## config.mk

```make
export PLATFORM = sky130hd
export DESIGN_NAME = pulse_train_gen
export DESIGN_NICKNAME = d
export VERILOG_FILES = /design/src/rtl/pulse_train_gen.sv
export SDC_FILE = /design/constraint.sdc
export NUM_CORES = 1
export LEC_CHECK = 0
export CAP_MARGIN = 20
export CORE_MARGIN = 2
export CORE_UTILIZATION = 60
export CTS_CLUSTER_SIZE = 14
export DETAILED_ROUTE_END_ITERATION = 12
export PLACE_DENSITY = 0.86
export SYNTH_ARGS = -nofsm -noshare
export SYNTH_HDL_FRONTEND = slang
export SYNTH_SLANG_ARGS = --single-unit
```

## constraint.sdc

```tcl
create_clock -name clk_i -period 7.15 [get_ports clk_i]
set_input_delay 0.715 -clock clk_i [delete_from_list [all_inputs] [get_ports clk_i]]
set_output_delay 0.715 -clock clk_i [all_outputs]
set_load 0.03 [all_outputs]
```

## src/rtl/pulse_train_gen.sv

```systemverilog
// Programmable pulse-train generator: N pulses of H high / L low cycles on sig_o,
// with every falling edge flagged on fall_o. All outputs are registered.
module pulse_train_gen #(
    parameter int unsigned CNT_W = 16,
    parameter int unsigned NP_W  = 8
) (
    input  logic             clk_i,
    input  logic             rst_ni,
    input  logic             start_i,
    input  logic             abort_i,
    input  logic [CNT_W-1:0] high_cyc_i,
    input  logic [CNT_W-1:0] low_cyc_i,
    input  logic [NP_W-1:0]  n_pulses_i,
    output logic             sig_o,
    output logic             fall_o,
    output logic             busy_o,
    output logic             done_o
);

    typedef enum logic [1:0] {
        S_IDLE,
        S_HIGH,
        S_LOW,
        S_DONE
    } state_e;

    state_e           state_q, state_d;
    logic [CNT_W-1:0] high_m1_q, high_m1_d;
    logic [CNT_W-1:0] low_m1_q, low_m1_d;
    logic [CNT_W-1:0] phase_q, phase_d;
    logic [NP_W-1:0]  n_last_q, n_last_d;
    logic [NP_W-1:0]  pulse_q, pulse_d;
    logic             sig_q, sig_d;
    logic             fall_q, fall_d;
    logic             busy_q, busy_d;
    logic             done_q, done_d;

    logic             accept;
    logic             phase_end;
    logic             last_pulse;

    // A programmed length of 0 behaves like 1; the counter holds length-1.
    function automatic logic [CNT_W-1:0] len_m1(input logic [CNT_W-1:0] len);
        return (len == '0) ? '0 : len - CNT_W'(1);
    endfunction

    assign accept     = start_i && !abort_i && ((state_q == S_IDLE) || (state_q == S_DONE));
    assign phase_end  = (phase_q == '0);
    assign last_pulse = (pulse_q == n_last_q);

    // State and datapath registers.
    always_ff @(posedge clk_i or negedge rst_ni) begin
        if (!rst_ni) begin
            state_q   <= S_IDLE;
            high_m1_q <= '0;
            low_m1_q  <= '0;
            phase_q   <= '0;
            n_last_q  <= '0;
            pulse_q   <= '0;
            sig_q     <= 1'b0;
            fall_q    <= 1'b0;
            busy_q    <= 1'b0;
            done_q    <= 1'b0;
        end else begin
            // NOTE: non-blocking assignments so every flop samples pre-edge values.
            state_q   <= state_d;
            high_m1_q <= high_m1_d;
            low_m1_q  <= low_m1_d;
            phase_q   <= phase_d;
            n_last_q  <= n_last_d;
            pulse_q   <= pulse_d;
            sig_q     <= sig_d;
            fall_q    <= fall_d;
            busy_q    <= busy_d;
            done_q    <= done_d;
        end
    end

    // Next-state and counter logic.
    always_comb begin
        // NOTE: every signal gets a default first so no path infers a latch.
        state_d   = state_q;
        high_m1_d = high_m1_q;
        low_m1_d  = low_m1_q;
        phase_d   = phase_q;
        n_last_d  = n_last_q;
        pulse_d   = pulse_q;

        case (state_q)
            S_IDLE, S_DONE: begin
                state_d = S_IDLE;
                if (accept) begin
                    high_m1_d = len_m1(high_cyc_i);
                    low_m1_d  = len_m1(low_cyc_i);
                    phase_d   = len_m1(high_cyc_i);
                    n_last_d  = n_pulses_i - NP_W'(1);
                    pulse_d   = '0;
                    state_d   = (n_pulses_i != '0) ? S_HIGH : S_DONE;
                end
            end
            S_HIGH: begin
                if (abort_i) begin
                    state_d = S_IDLE;
                end else if (phase_end) begin
                    state_d = S_LOW;
                    phase_d = low_m1_q;
                end else begin
                    phase_d = phase_q - CNT_W'(1);
                end
            end
            S_LOW: begin
                if (abort_i) begin
                    state_d = S_IDLE;
                end else if (phase_end) begin
                    if (last_pulse) begin
                        state_d = S_DONE;
                    end else begin
                        state_d = S_HIGH;
                        phase_d = high_m1_q;
                        pulse_d = pulse_q + NP_W'(1);
                    end
                end else begin
                    phase_d = phase_q - CNT_W'(1);
                end
            end
            default: state_d = S_IDLE;
        endcase
    end

    // Outputs are decoded from the next state so they appear in the same cycle as the state.
    always_comb begin
        sig_d  = (state_d == S_HIGH);
        busy_d = (state_d == S_HIGH) || (state_d == S_LOW);
        done_d = (state_d == S_DONE);
        fall_d = sig_q && !sig_d;
    end

    assign sig_o  = sig_q;
    assign fall_o = fall_q;
    assign busy_o = busy_q;
    assign done_o = done_q;

    a_fall_not_high: assert property (@(posedge clk_i) disable iff (!rst_ni) !(fall_o && sig_o));
    a_busy_done_excl: assert property (@(posedge clk_i) disable iff (!rst_ni) !(busy_o && done_o));

endmodule

```

==> reports/results.tsv <==
stage	metric	value	unit
run_status	status	finished clean	
worst_setup_path	crit path max fanout	31	
routing	drt drc	0	
power_and_ir_drop	Tot Pwr	1.07	mW
global_route	global-route met1 utilization	41.3	%
global_route	GRT Overall Usage	29.8	%
logic_synthesis	Syn Nets	550	
worst_setup_path	CP required	7.38	ns
worst_setup_path	Slowest cell on crit path	o22a_1	
routing	average routed wire per standard cell	17.4	µm
cells_and_area	commonest non-fill, non-tap cell in the layout	dfrtp_1	
logic_synthesis	share of the yosys chip area belonging to registers	40.1	%
job	Max-cap violations	0	
cells_and_area	diodes inserted	0	
worst_setup_path	r2r endpoint	phase_q[14]	
worst_setup_path	R2R depth	6	
logic_synthesis	Yosys top cell by area	dfrtp_1	
worst_setup_path	worst path arrival time	3.46	ns
cts	Clock Tree Root	clkbuf_8	
global_route	largest net degree at the start of global routing	71	
logic_synthesis	Syn Area/Cell	8.80	µm²
cells_and_area	fillers	546	
sta	final setup vio count	0	
cells_and_area	register area	1750	µm²
power_and_ir_drop	Pleak	2.05	nW
logic_synthesis	Post-synth EDFFs	0	
cts	CTS Buffer Depth	2	
worst_setup_path	CP max stage delay	0.84	ns
sta	clk_skew	0.0122	ns
cells_and_area	most frequent cells in the layout	dfrtp_1, nand2_1, o21ai_0, clkdlybuf4s50_1, nor2_1	
logic_synthesis	post-synthesis register bit count	70	
worst_setup_path	CP startpoint	phase_q[0]	
sta	unrepaired setup endpoints after global routing	no	
floorplanning	Initial Util	61.2	%
worst_setup_path	worst-path cell chain	inv_1, ha_1, nor3b_1, nand4_2, o22a_1, mux2_1	
routing	Final ANT Viol Nets	0	
sta	post-route setup TNS	0	ns
logic_synthesis	Gate Count Post-Synth	496	
floorplanning	die area	7970	µm²
sta	fin crit share	45.2	%
cts	# H-tree levels	3	
cts	CTS Hold Bufs	0	
cts	CTS sink cnt	70	
floorplanning	Die Wd	89.3	µm
cells_and_area	area occupied by multi-input gates	2470	µm²
cts	TritonCTS clock tree	done	
global_route	global-route wire length before repair	18.0	mm
cts	clk_lat worst skew	0.35	ns
cts	clock buffer count from CTS	9	
worst_setup_path	Worst Setup EP	phase_q[14]	
cts	clock slew at reported path FFs	0.08	ns
sta	max frequency	0.309	GHz
logic_synthesis	top cells by area, synth	dfrtp_1, o21ai_0, nand2_1, xor2_1, xnor2_1	
worst_setup_path	Crit. End Element	flip-flop	
cts	post-CTS sizing	0	
cells_and_area	Final Instance Area	5130	µm²
floorplanning	Core Rows	31	
logic_synthesis	Unique masters post-synth	60	
placed_design	I/O Buffers	47	
worst_setup_path	Crit Path Category	reg -> reg	
routing	WL final	11.1	mm
floorplanning	Top Ports	48	
global_route	initial antenna violation count	0	
sta	Worst-Margin Slew	1.05	ns
global_route	layer with the highest usage	met2	
placed_design	RePlAce Congestion	0.864	
logic_synthesis	asr flop ratio synth	100	%
power_and_ir_drop	pwr/cell area	209	nW/µm²
global_route	M3 GR Usage	4.43	%
cells_and_area	Area Overhead vs Synth	17.5	%
floorplanning	core box area	7140	µm²
cells_and_area	post-layout net count	590	
floorplanning	Die Span Y	89.3	µm
global_route	GRT Residual Overflow	0	
routing	Detailed Routing Iterations Pass 1	5	
sta	Max transition margin	30.2	%
placed_design	area of placed instances	4900	µm²
placed_design	dpl hpwl	7.91	mm
power_and_ir_drop	peak supply drop	0.135	mV
logic_synthesis	Cell Area, Synth	4370	µm²
routing	DRT iter0 DRCs	601	
worst_setup_path	Crit Reg-Reg Startpoint	phase_q[0]	
routing	DR vias/cell	6.21	
global_route	M2 GR Usage	46.3	%
global_route	vias in the first global route	3706	
sta	Hold Vio Cnt, Final	0	
cells_and_area	share of cells above drive strength 1	7.21	%
worst_setup_path	Setup crit start kind	flip-flop	
logic_synthesis	Ys Warns	0	
logic_synthesis	Main synth FF type	dfrtp_1	
hold_path	worst min-delay path class	reg -> reg	
worst_setup_path	r2r setup slk	3.92	ns
sta	fin. max-slew vios	0	
logic_synthesis	post-synth top area share	40.1	%
cts	buffer count from post-CTS setup fixing	0	
sta	minimum clock period	3.23	ns
routing	via count	3973	
==> stage by stage <==
stage / setup WS [ns] / cells / hold slack (ns) / util, %
after global placement: 3.82 / 624 / 0.454 / 68.6
after floorplan: 4.41 / 496 / 0.419 / -
after detailed placement: 3.68 / 624 / 0.467 / 68.6
after global routing: 3.71 / 640 / 0.500 / 71.9
after CTS: 3.96 / 640 / 0.484 / 71.9
final: 3.92 / 640 / 0.485 / 71.9
==> cells by family (layout without fill, tap and decap cells) <==
kind of cell    after synthesis  after routing  share of synthesized area, %
buf+inv                      37             82                          3.35
simple gates                190            190                          22.7
compound gates              137            137                          20.3
fa+ha+maj                    10             10                          2.87
flops                        70             70                          40.1
xor+xnor                     47             47                          9.43
mux                           5              5                          1.18
==> Yosys cell counts, types with 3 or more instances <==
cell type	number
dfrtp_1	70
nand2_1	68
o21ai_0	63
nor2_1	38
xor2_1	29
clkbuf_1	21
xnor2_1	18
a21oi_1	16
inv_1	15
nor3_1	15
nand3_1	14
ha_1	10
o31ai_1	10
a22o_1	7
or3_1	7
nor2b_1	6
nor4_1	6
o22a_1	6
mux2i_1	4
o22ai_1	4
or4_1	4
a21o_1	3
a221oi_1	3
a221oi_2	3
and3_1	3
nand2b_1	3
nand3b_1	3
o21a_1	3
o21ai_1	3
o2bb2ai_1	3
==> area by class of cell <==
class | count | area share (%)
Clock buffer | 11 | 2.95
Clock inverter | 5 | 1.59
Inverter | 15 | 1.10
Multi-Input combinational cell | 389 | 48.1
Sequential cell | 70 | 34.1
Tap cell | 99 | 2.41
Timing Repair Buffer | 51 | 9.66
==> routing by layer <==
| layer | up-vias | wire length [µm] | part of all wire [%] |
|---|---|---|---|
| met5 | - | 0 | 0 |
| met4 | 0 | 248 | 2.2 |
| met3 | 23 | 861 | 7.7 |
| met2 | 225 | 5340 | 48 |
| met1 | 1870 | 4670 | 42 |
| li1 | 1855 | - | - |
==> state kept, by name, summed over array words and instances, names as in the netlist <==
name and flops:
sig_o 1, state_q 2, done_o 1, low_m1_q 16, phase_q 16, pulse_q 8, busy_o 1, high_m1_q 16
n_last_q 8, fall_o 1
==> report_power, final <==
part / switching, mW / internal [mW] / leakage [nW]
logic: 0.116 / 0.0892 / 1.06
registers: 0.0491 / 0.450 / 0.880
clock network: 0.150 / 0.215 / 0.116
==> worst min path at each step <==
stage	start	end	slack, ns	depth (start not counted)
floorplan	rst_ni	busy_o	0.42	0
global placement	high_m1_q[4]	high_m1_q[4]	0.45	2
detailed placement	high_m1_q[9]	high_m1_q[9]	0.47	2
CTS	high_m1_q[7]	high_m1_q[7]	0.48	2
global route	high_m1_q[5]	high_m1_q[5]	0.50	2
finish	high_m1_q[5]	high_m1_q[5]	0.48	2
==> critical path, delay by kind of cell (launching register included) <==
kind / cells / cell delay [ns]
adders and majority gates: 1 / 0.35
DFF: 1 / 0.42
AOI/OAI and AO/OA: 1 / 0.84
buffers and inverters: 1 / 0.09
and+or+nand+nor: 2 / 0.91
muxes: 1 / 0.47
Power figures use the tool's default switching activity.
